$ cat src/rtl/updown_counter_mod_pkg.sv
// Shared definitions for the modulo-N up/down counter: mode encoding and a
// width helper used by the prescaler.
package updown_counter_mod_pkg;

  localparam logic MODE_DOWN = 1'b0;
  localparam logic MODE_UP   = 1'b1;

  // Width of a counter holding 0..n-1, never less than one bit.
  function automatic int unsigned cnt_width(input int unsigned n);
    return (n > 1) ? $clog2(n) : 1;
  endfunction

endpackage

$ cat src/rtl/updown_counter_mod_tick_gen.sv
// Tick prescaler: emits a one-cycle step every TICK_DIV enabled cycles. The
// phase freezes while enable is low and restarts from zero on clear_div.
module tick_gen
  import updown_counter_mod_pkg::*;
#(
  parameter int unsigned TICK_DIV = 100000
) (
  input  logic clk,
  input  logic rst,
  input  logic enable,
  input  logic clear_div,
  output logic step
);

  generate
    if (TICK_DIV <= 1) begin : g_bypass
      logic w_unused;
      assign w_unused = ^{clk, rst, clear_div};
      assign step     = enable;
    end else begin : g_div
      localparam int unsigned DW = cnt_width(TICK_DIV);
      localparam logic [DW-1:0] LP_LAST = DW'(TICK_DIV - 1);

      logic [DW-1:0] r_div_cnt;
      logic          w_last;

      assign w_last = (r_div_cnt == LP_LAST);

      always_ff @(posedge clk or posedge rst) begin
        if (rst) begin
          r_div_cnt <= '0;
        end else if (clear_div) begin
          r_div_cnt <= '0;
        end else if (enable) begin
          r_div_cnt <= w_last ? '0 : r_div_cnt + DW'(1);
        end
      end

      assign step = enable && w_last;
    end
  endgenerate

endmodule

$ cat src/rtl/updown_counter_mod.sv
// Modulo-MAX_COUNT up/down counter with prescaled stepping, synchronous
// clear/load, wrap or saturate at the boundaries, and registered tick/tc pulses.
module updown_counter_mod
  import updown_counter_mod_pkg::*;
#(
  parameter int unsigned MAX_COUNT = 10000,
  parameter int unsigned TICK_DIV  = 100000,
  parameter bit          SATURATE  = 1'b0,
  localparam int unsigned W        = $clog2(MAX_COUNT)
) (
  input  logic         clk,
  input  logic         rst,
  input  logic         enable,
  input  logic         clear,
  input  logic         mode,
  input  logic         load,
  input  logic [W-1:0] load_val,
  output logic [W-1:0] count_reg,
  output logic         tick_o,
  output logic         tc
);

  localparam logic [W-1:0] LP_TOP = W'(MAX_COUNT - 1);

  logic [W-1:0] r_count;
  logic         r_tick;
  logic         r_tc;

  logic         w_step;
  logic         w_clear_div;
  logic [W-1:0] w_next;
  logic         w_boundary;
  logic [W-1:0] w_load_clamped;

  assign w_clear_div = clear | load;

  tick_gen #(
    .TICK_DIV (TICK_DIV)
  ) u_tick_gen (
    .clk       (clk),
    .rst       (rst),
    .enable    (enable),
    .clear_div (w_clear_div),
    .step      (w_step)
  );

  assign w_load_clamped = (load_val > LP_TOP) ? LP_TOP : load_val;

  // Boundary is MAX_COUNT-1, not the all-ones value of the register.
  always_comb begin
    w_next     = r_count;
    w_boundary = 1'b0;
    if (mode == MODE_UP) begin
      if (r_count >= LP_TOP) begin
        w_boundary = 1'b1;
        w_next     = SATURATE ? r_count : '0;
      end else begin
        w_next = r_count + W'(1);
      end
    end else begin
      if (r_count == '0) begin
        w_boundary = 1'b1;
        w_next     = SATURATE ? r_count : LP_TOP;
      end else begin
        w_next = r_count - W'(1);
      end
    end
  end

  always_ff @(posedge clk or posedge rst) begin
    if (rst) begin
      r_count <= '0;
      r_tick  <= 1'b0;
      r_tc    <= 1'b0;
    end else begin
      r_tick <= 1'b0;
      r_tc   <= 1'b0;
      if (clear) begin
        r_count <= '0;
      end else if (load) begin
        r_count <= w_load_clamped;
      end else if (w_step) begin
        r_count <= w_next;
        r_tick  <= 1'b1;
        r_tc    <= w_boundary;
      end
    end
  end

  assign count_reg = r_count;
  assign tick_o    = r_tick;
  assign tc        = r_tc;

endmodule
$ cat config.mk
export PLATFORM = sky130hd
export DESIGN_NAME = updown_counter_mod
export DESIGN_NICKNAME = d
export VERILOG_FILES = /design/src/rtl/updown_counter_mod_pkg.sv /design/src/rtl/updown_counter_mod_tick_gen.sv /design/src/rtl/updown_counter_mod.sv
export SDC_FILE = /design/constraint.sdc
export NUM_CORES = 1
export LEC_CHECK = 0
export ABC_CLOCK_PERIOD_IN_PS = 4100
export BUFFER_PORTS_ARGS = -buffer_cell sky130_fd_sc_hd__clkbuf_2
export CAP_MARGIN = 20
export CORE_MARGIN = 2
export CORE_UTILIZATION = 56
export DETAILED_ROUTE_END_ITERATION = 10
export GPL_ROUTABILITY_DRIVEN = 0
export PLACE_DENSITY = 0.79
export SLEW_MARGIN = 0
export SYNTH_ARGS = -nofsm -noshare
export SYNTH_HDL_FRONTEND = slang
export SYNTH_SLANG_ARGS = --single-unit
$ cat constraint.sdc
create_clock -name clk -period 4.1 [get_ports clk]
set_input_delay 0.41 -clock clk [delete_from_list [all_inputs] [get_ports clk]]
set_output_delay 0.41 -clock clk [all_outputs]
set_load 0.1 [all_outputs]
# After elaboration in Yosys (flattened, before gate mapping)
# Index checks and enable logic that the tools add are counted.
dict set report totals {
  in_bits 20
  regBits 33
  word_cells 34
  output_inout_bits 16
}
dict set report op_classes {
  reduce_logical 4
  order_cmp 2
  n_mux 19
  eq_ne 1
  n_addsub 3
  bitwise 1
}
# op count
set op_table {}
lappend op_table {{$mux W14} 7}
lappend op_table {{$mux W17} 3}
lappend op_table {{$add A17 B1 Y17 const B} 1}
lappend op_table {{$eq A17 B17 Y1 const B} 1}
lappend op_table {{$add A14 B1 Y14 const B} 1}
lappend op_table {{$ge A14 B14 Y1 const B} 1}
lappend op_table {{$gt A14 B14 Y1 const B} 1}
lappend op_table {{$logic_not A14 Y1} 1}
lappend op_table {{$sub A14 B1 Y14 const B} 1}
lappend op_table {{$mux W1} 9}
lappend op_table {{$reduce_bool A3 Y1} 1}
lappend op_table {{$reduce_bool A2 Y1} 1}
lappend op_table {{$logic_and A1 B1 Y1} 1}
lappend op_table {{$or A1 B1 Y1} 1}

# Logic depth before layout (Yosys ltp)
dict set report logic_depth {
  depth_word 6
  mapped_depth 7
  mapped_depth_nobuf 7
}

# Hierarchy
# From an unflattened synthesis, not the netlist that was laid out.
dict set report hier_totals {
  hier_cells 311
  area_unflattened_um2 2557.5
}
# mod instances area_per_inst_um2 cells_per_inst seq_area_each_um2
set by_module_without_submodules {}
lappend by_module_without_submodules {updown_counter_mod 1 1645.3 217 400.4}
lappend by_module_without_submodules {tick_gen 1 912.1 94 425.4}

# Worst setup path after synthesis
# Ideal clock, no wire load.
dict set report synth_path {
  kind {register to register}
  startpoint {register r_count[1], in the netlist count_reg[1]}
  endpoint {register r_count[10], in the netlist count_reg[10]}
  path_buffers 0
  setup_slack_ns 1.465
  stages_incl_launch_ff 8
  required_time_ns 4.031
  arrival_time_ns 2.565
  path_cell_list {dfrtp_1 -> ha_1 -> nand3_1 -> or2_2 -> or3_1 -> a31o_2 -> a31oi_1 -> a22o_1}
}
dict set report synth_via {
  elab_chain_len 6
}
# element line
set synth_rtl {}
lappend synth_rtl {{start: declaration} updown_counter_mod.sv:25} ;# logic [W-1:0] r_count;
lappend synth_rtl {{start signal: assignment} updown_counter_mod.sv:81} ;# r_count <= w_load_clamped;
lappend synth_rtl {{start signal: assignment} updown_counter_mod.sv:83} ;# r_count <= w_next;
lappend synth_rtl {{$sub A14 B1 Y14, or another cell as far along} updown_counter_mod.sv:65} ;# w_next = r_count - W'(1);
lappend synth_rtl {{$mux W14, on equally long branches} {updown_counter_mod.sv:61, updown_counter_mod.sv:54}}
lappend synth_rtl {{$mux W14 *} updown_counter_mod.sv:53} ;# if (mode == MODE_UP) begin
lappend synth_rtl {{$mux W14 *} updown_counter_mod.sv:82} ;# end else if (w_step) begin
lappend synth_rtl {{$mux W14 *} updown_counter_mod.sv:80} ;# end else if (load) begin
lappend synth_rtl {{$mux W14 *} updown_counter_mod.sv:78} ;# if (clear) begin
# Mark *: on every way between the ends. The rest lies on a longest branch, timed or not. The select of a mux whose other input is x is not followed.
# A chain may end at the register's enable or synchronous reset.

# Worst setup path after layout
dict set report layout_path {
  startpoint {register r_count[4], in the netlist count_reg[4]}
  endpoint {register r_count[3], in the netlist count_reg[3]}
}
dict set report layout_via {
  elab_chain_len 6
}
# element line
set layout_rtl {}
lappend layout_rtl {{$ge A14 B14 Y1 / $logic_not A14 Y1 (equally long branches)} {updown_counter_mod.sv:54, updown_counter_mod.sv:61}}
lappend layout_rtl {{$mux W14, on equally long branches} {updown_counter_mod.sv:54, updown_counter_mod.sv:61}}
lappend layout_rtl {{$mux W14 *} updown_counter_mod.sv:53}
lappend layout_rtl {{$mux W14 *} updown_counter_mod.sv:82}
lappend layout_rtl {{$mux W14 *} updown_counter_mod.sv:80}
lappend layout_rtl {{$mux W14 *} updown_counter_mod.sv:78}
# Marked as above.

==> results.toml <==
[final_layout]
drive_gt1_share_pct = 17.1
n_antenna_cell = 0
seq_area_um2 = 826
layout.nets = 344
fin_cells = 371
largest_reg_flops = 17
fillers = 356
multi_input_area_um2 = 1430
synthToLayoutAreaGrowth_pct = 12.1

[global_routing]
grt_pass1_vias = 2124
antenna_found_initial = 0
grt_max_degree = 34
grt_pass1_wl_um = 9970
grt_overflow = 0
grt.total_usage_pct = 28.3

[pwr]
power_density_nw_per_um2 = 342
p_leak_nw = 1.10
ir_drop_mv = 0.182
power_w = 0.000903

[logic_synthesis]
syn_area_per_cell_um2 = 8.05
syn_nets = 316
yosysTopAreaCell = "dfrtp_1"
synthFlopType = "dfrtp_1"
syn_inst = 293
synth_cell_types = 51
synthTopCellsByCount = "35 x nor2_1, 33 x dfrtp_1, 31 x nand2_1"
netlist_area_um2 = 2360
synth_warnings = 0
synth_area_leaders = "dfrtp_1 35%, nor2_1 5.6%, nand2_1 4.9%"
ys_seq_area_share_pct = 35.0
async_flop_share_pct = 100
ys_ff_latch = 33
synth.most_common_cell = "nor2_1"
synth_edf_count = 0
synthDominantCellAreaShare_pct = 35.0

[cts]
cts_resized = 0
hold_buffers = 0
cts_max_level = 2
clk_latency_ps = 290
cts_tree = "yes"
clkSinkCount = 33
cts_setup_buffers = 0
clock-root-buffer = "clkbuf_8"
cts_buffers = 5
cts_buffer_depth = 2
cts.reportedPaths.clkPinSlew_ps = 70

[floorplan]
start_util_pct = 58.5
die_area_um2 = 4740
core_um2 = 4030
core.rowCount = 23
dieHeight_um = 68.9
die_w_um = 68.9
io_pins = 36

[timing]
worst_slack_ps = 1790
worst_slew_pin_slew_ps = 1000
slew_violations = 0
rsz0062_at_grt = "no"
skew_ps = 8.25
max_clock_freq_mhz = 434
fin_setup_tns_ps = 0
fin_crit_ps = 2310
period_share_pct = 56.3
slew_headroom_pct = 32.4
finalSetupViolCount = 0
final_hold_viol_count = 0

[detailed_routing]
viasPerCell = 6.43
drt-total-wl_um = 6240
first_pass_iters = 6
route.detailed.drc = 0
dr.first_iter.drc_count = 311
ant_nets = 0
via_count = 2386
post_drt_wl_per_cell_um = 16.8

[placed_design]
post-place-ws_ps = 1750
portBuffers = 35
dp.final_hpwl_um = 4420
place_inst = 364

[worst_setup_path]
reg2regPathDepth = 6
cp_data_arrival_time_ps = 2510
critical_path_class = "reg -> reg"
critPathMaxFanout = 10
crit_required_ps = 4310
critPathLaunchType = "flop"
rrSetupSlack_ps = 1790
end_kind = "flop"

[min_path]
worstHoldPathType = "in -> async"

[status]
status = "finished, final reports clean"

[run]
maxCapViolCount = 0
==> cell type report <==
class	count	area share [%]
multi-input cells	234	54.0
flip-flops and latches	33	31.3
inverters	11	1.56
clock inverters	2	1.33
repair buffers	36	6.91
clock buffers	5	2.60
well taps	50	2.37
==> per-layer routing <==
layer | global-route usage, % | vias up | part of all wire [%]
met2 | 41.0 | 136 | 43
met1 | 41.0 | 1097 | 46
met4 | 11.8 | 0 | 2.2
met3 | 5.68 | 24 | 8.7
met5 | 0 | - | 0
li1 | - | 1129 | -
==> path summary, 6_finish.rpt <==
check | from | endpoint
hold reg to reg | u_tick_gen.g_div.r_div_cnt[4] | u_tick_gen.g_div.r_div_cnt[4]
setup reg to reg | count_reg[4] | count_reg[3]
min in group clk | load_val[7] | count_reg[7]
setup / recovery | count_reg[4] | count_reg[3]
hold / removal | rst | count_reg[12]
max in group asynchronous | rst | count_reg[3]
==> cell usage in the layout, fill, tap and decap left out, drive strengths merged, types with 2 or more instances in the layout <==
cell    count
a22o        2
a32oi       2
or2         6
nand2      31
nand4      13
nor2       35
a311oi      3
o311a       2
nand2b      3
xnor2       5
nand3      12
o221ai      4
xor2       13
nor4b       3
o211ai      2
nor4        5
inv        11
mux2i       3
or3         6
ha          3
a31oi       7
clkbuf     40
dfrtp      33
o311ai      3
o21ai      19
a21oi      13
nor3       12
and3        9
nor2b       4
==> power by group <==
part	leakage [nW]	switching, W	internal (W)
Combinational	0.593	0.000173	0.0000627
Sequential	0.450	0.0000313	0.000337
Clock	0.0540	0.000122	0.000177
Total	1.10	0.000327	0.000576
==> kinds of logic after synthesis <==
group	share of synthesized area (%)
compound gates	19.6
xor+xnor	6.69
fa+ha+maj	1.59
buf+inv	4.46
flops	35.0
mux	1.27
simple gates	31.3
==> metrics by stage <==
stage | hold WS, ps | area [µm²] | util, %
global route | 230 | 2640 | 65.6
CTS | 201 | 2640 | 65.6
global placement | 501 | 2540 | 63.0
finish | 183 | 2640 | 65.6
floorplan | 498 | 2360 | -
detailed placement | 509 | 2540 | 63.0
==> critical path: stages (launching register included) <==
cell,delay (ps)
dfrtp_1,510
nor4_4,500
and3_2,270
a31oi_1,210
a311oi_1,400
a32oi_1,160
a21oi_1,190
No activity file was read; power rests on OpenSTA's default activity.
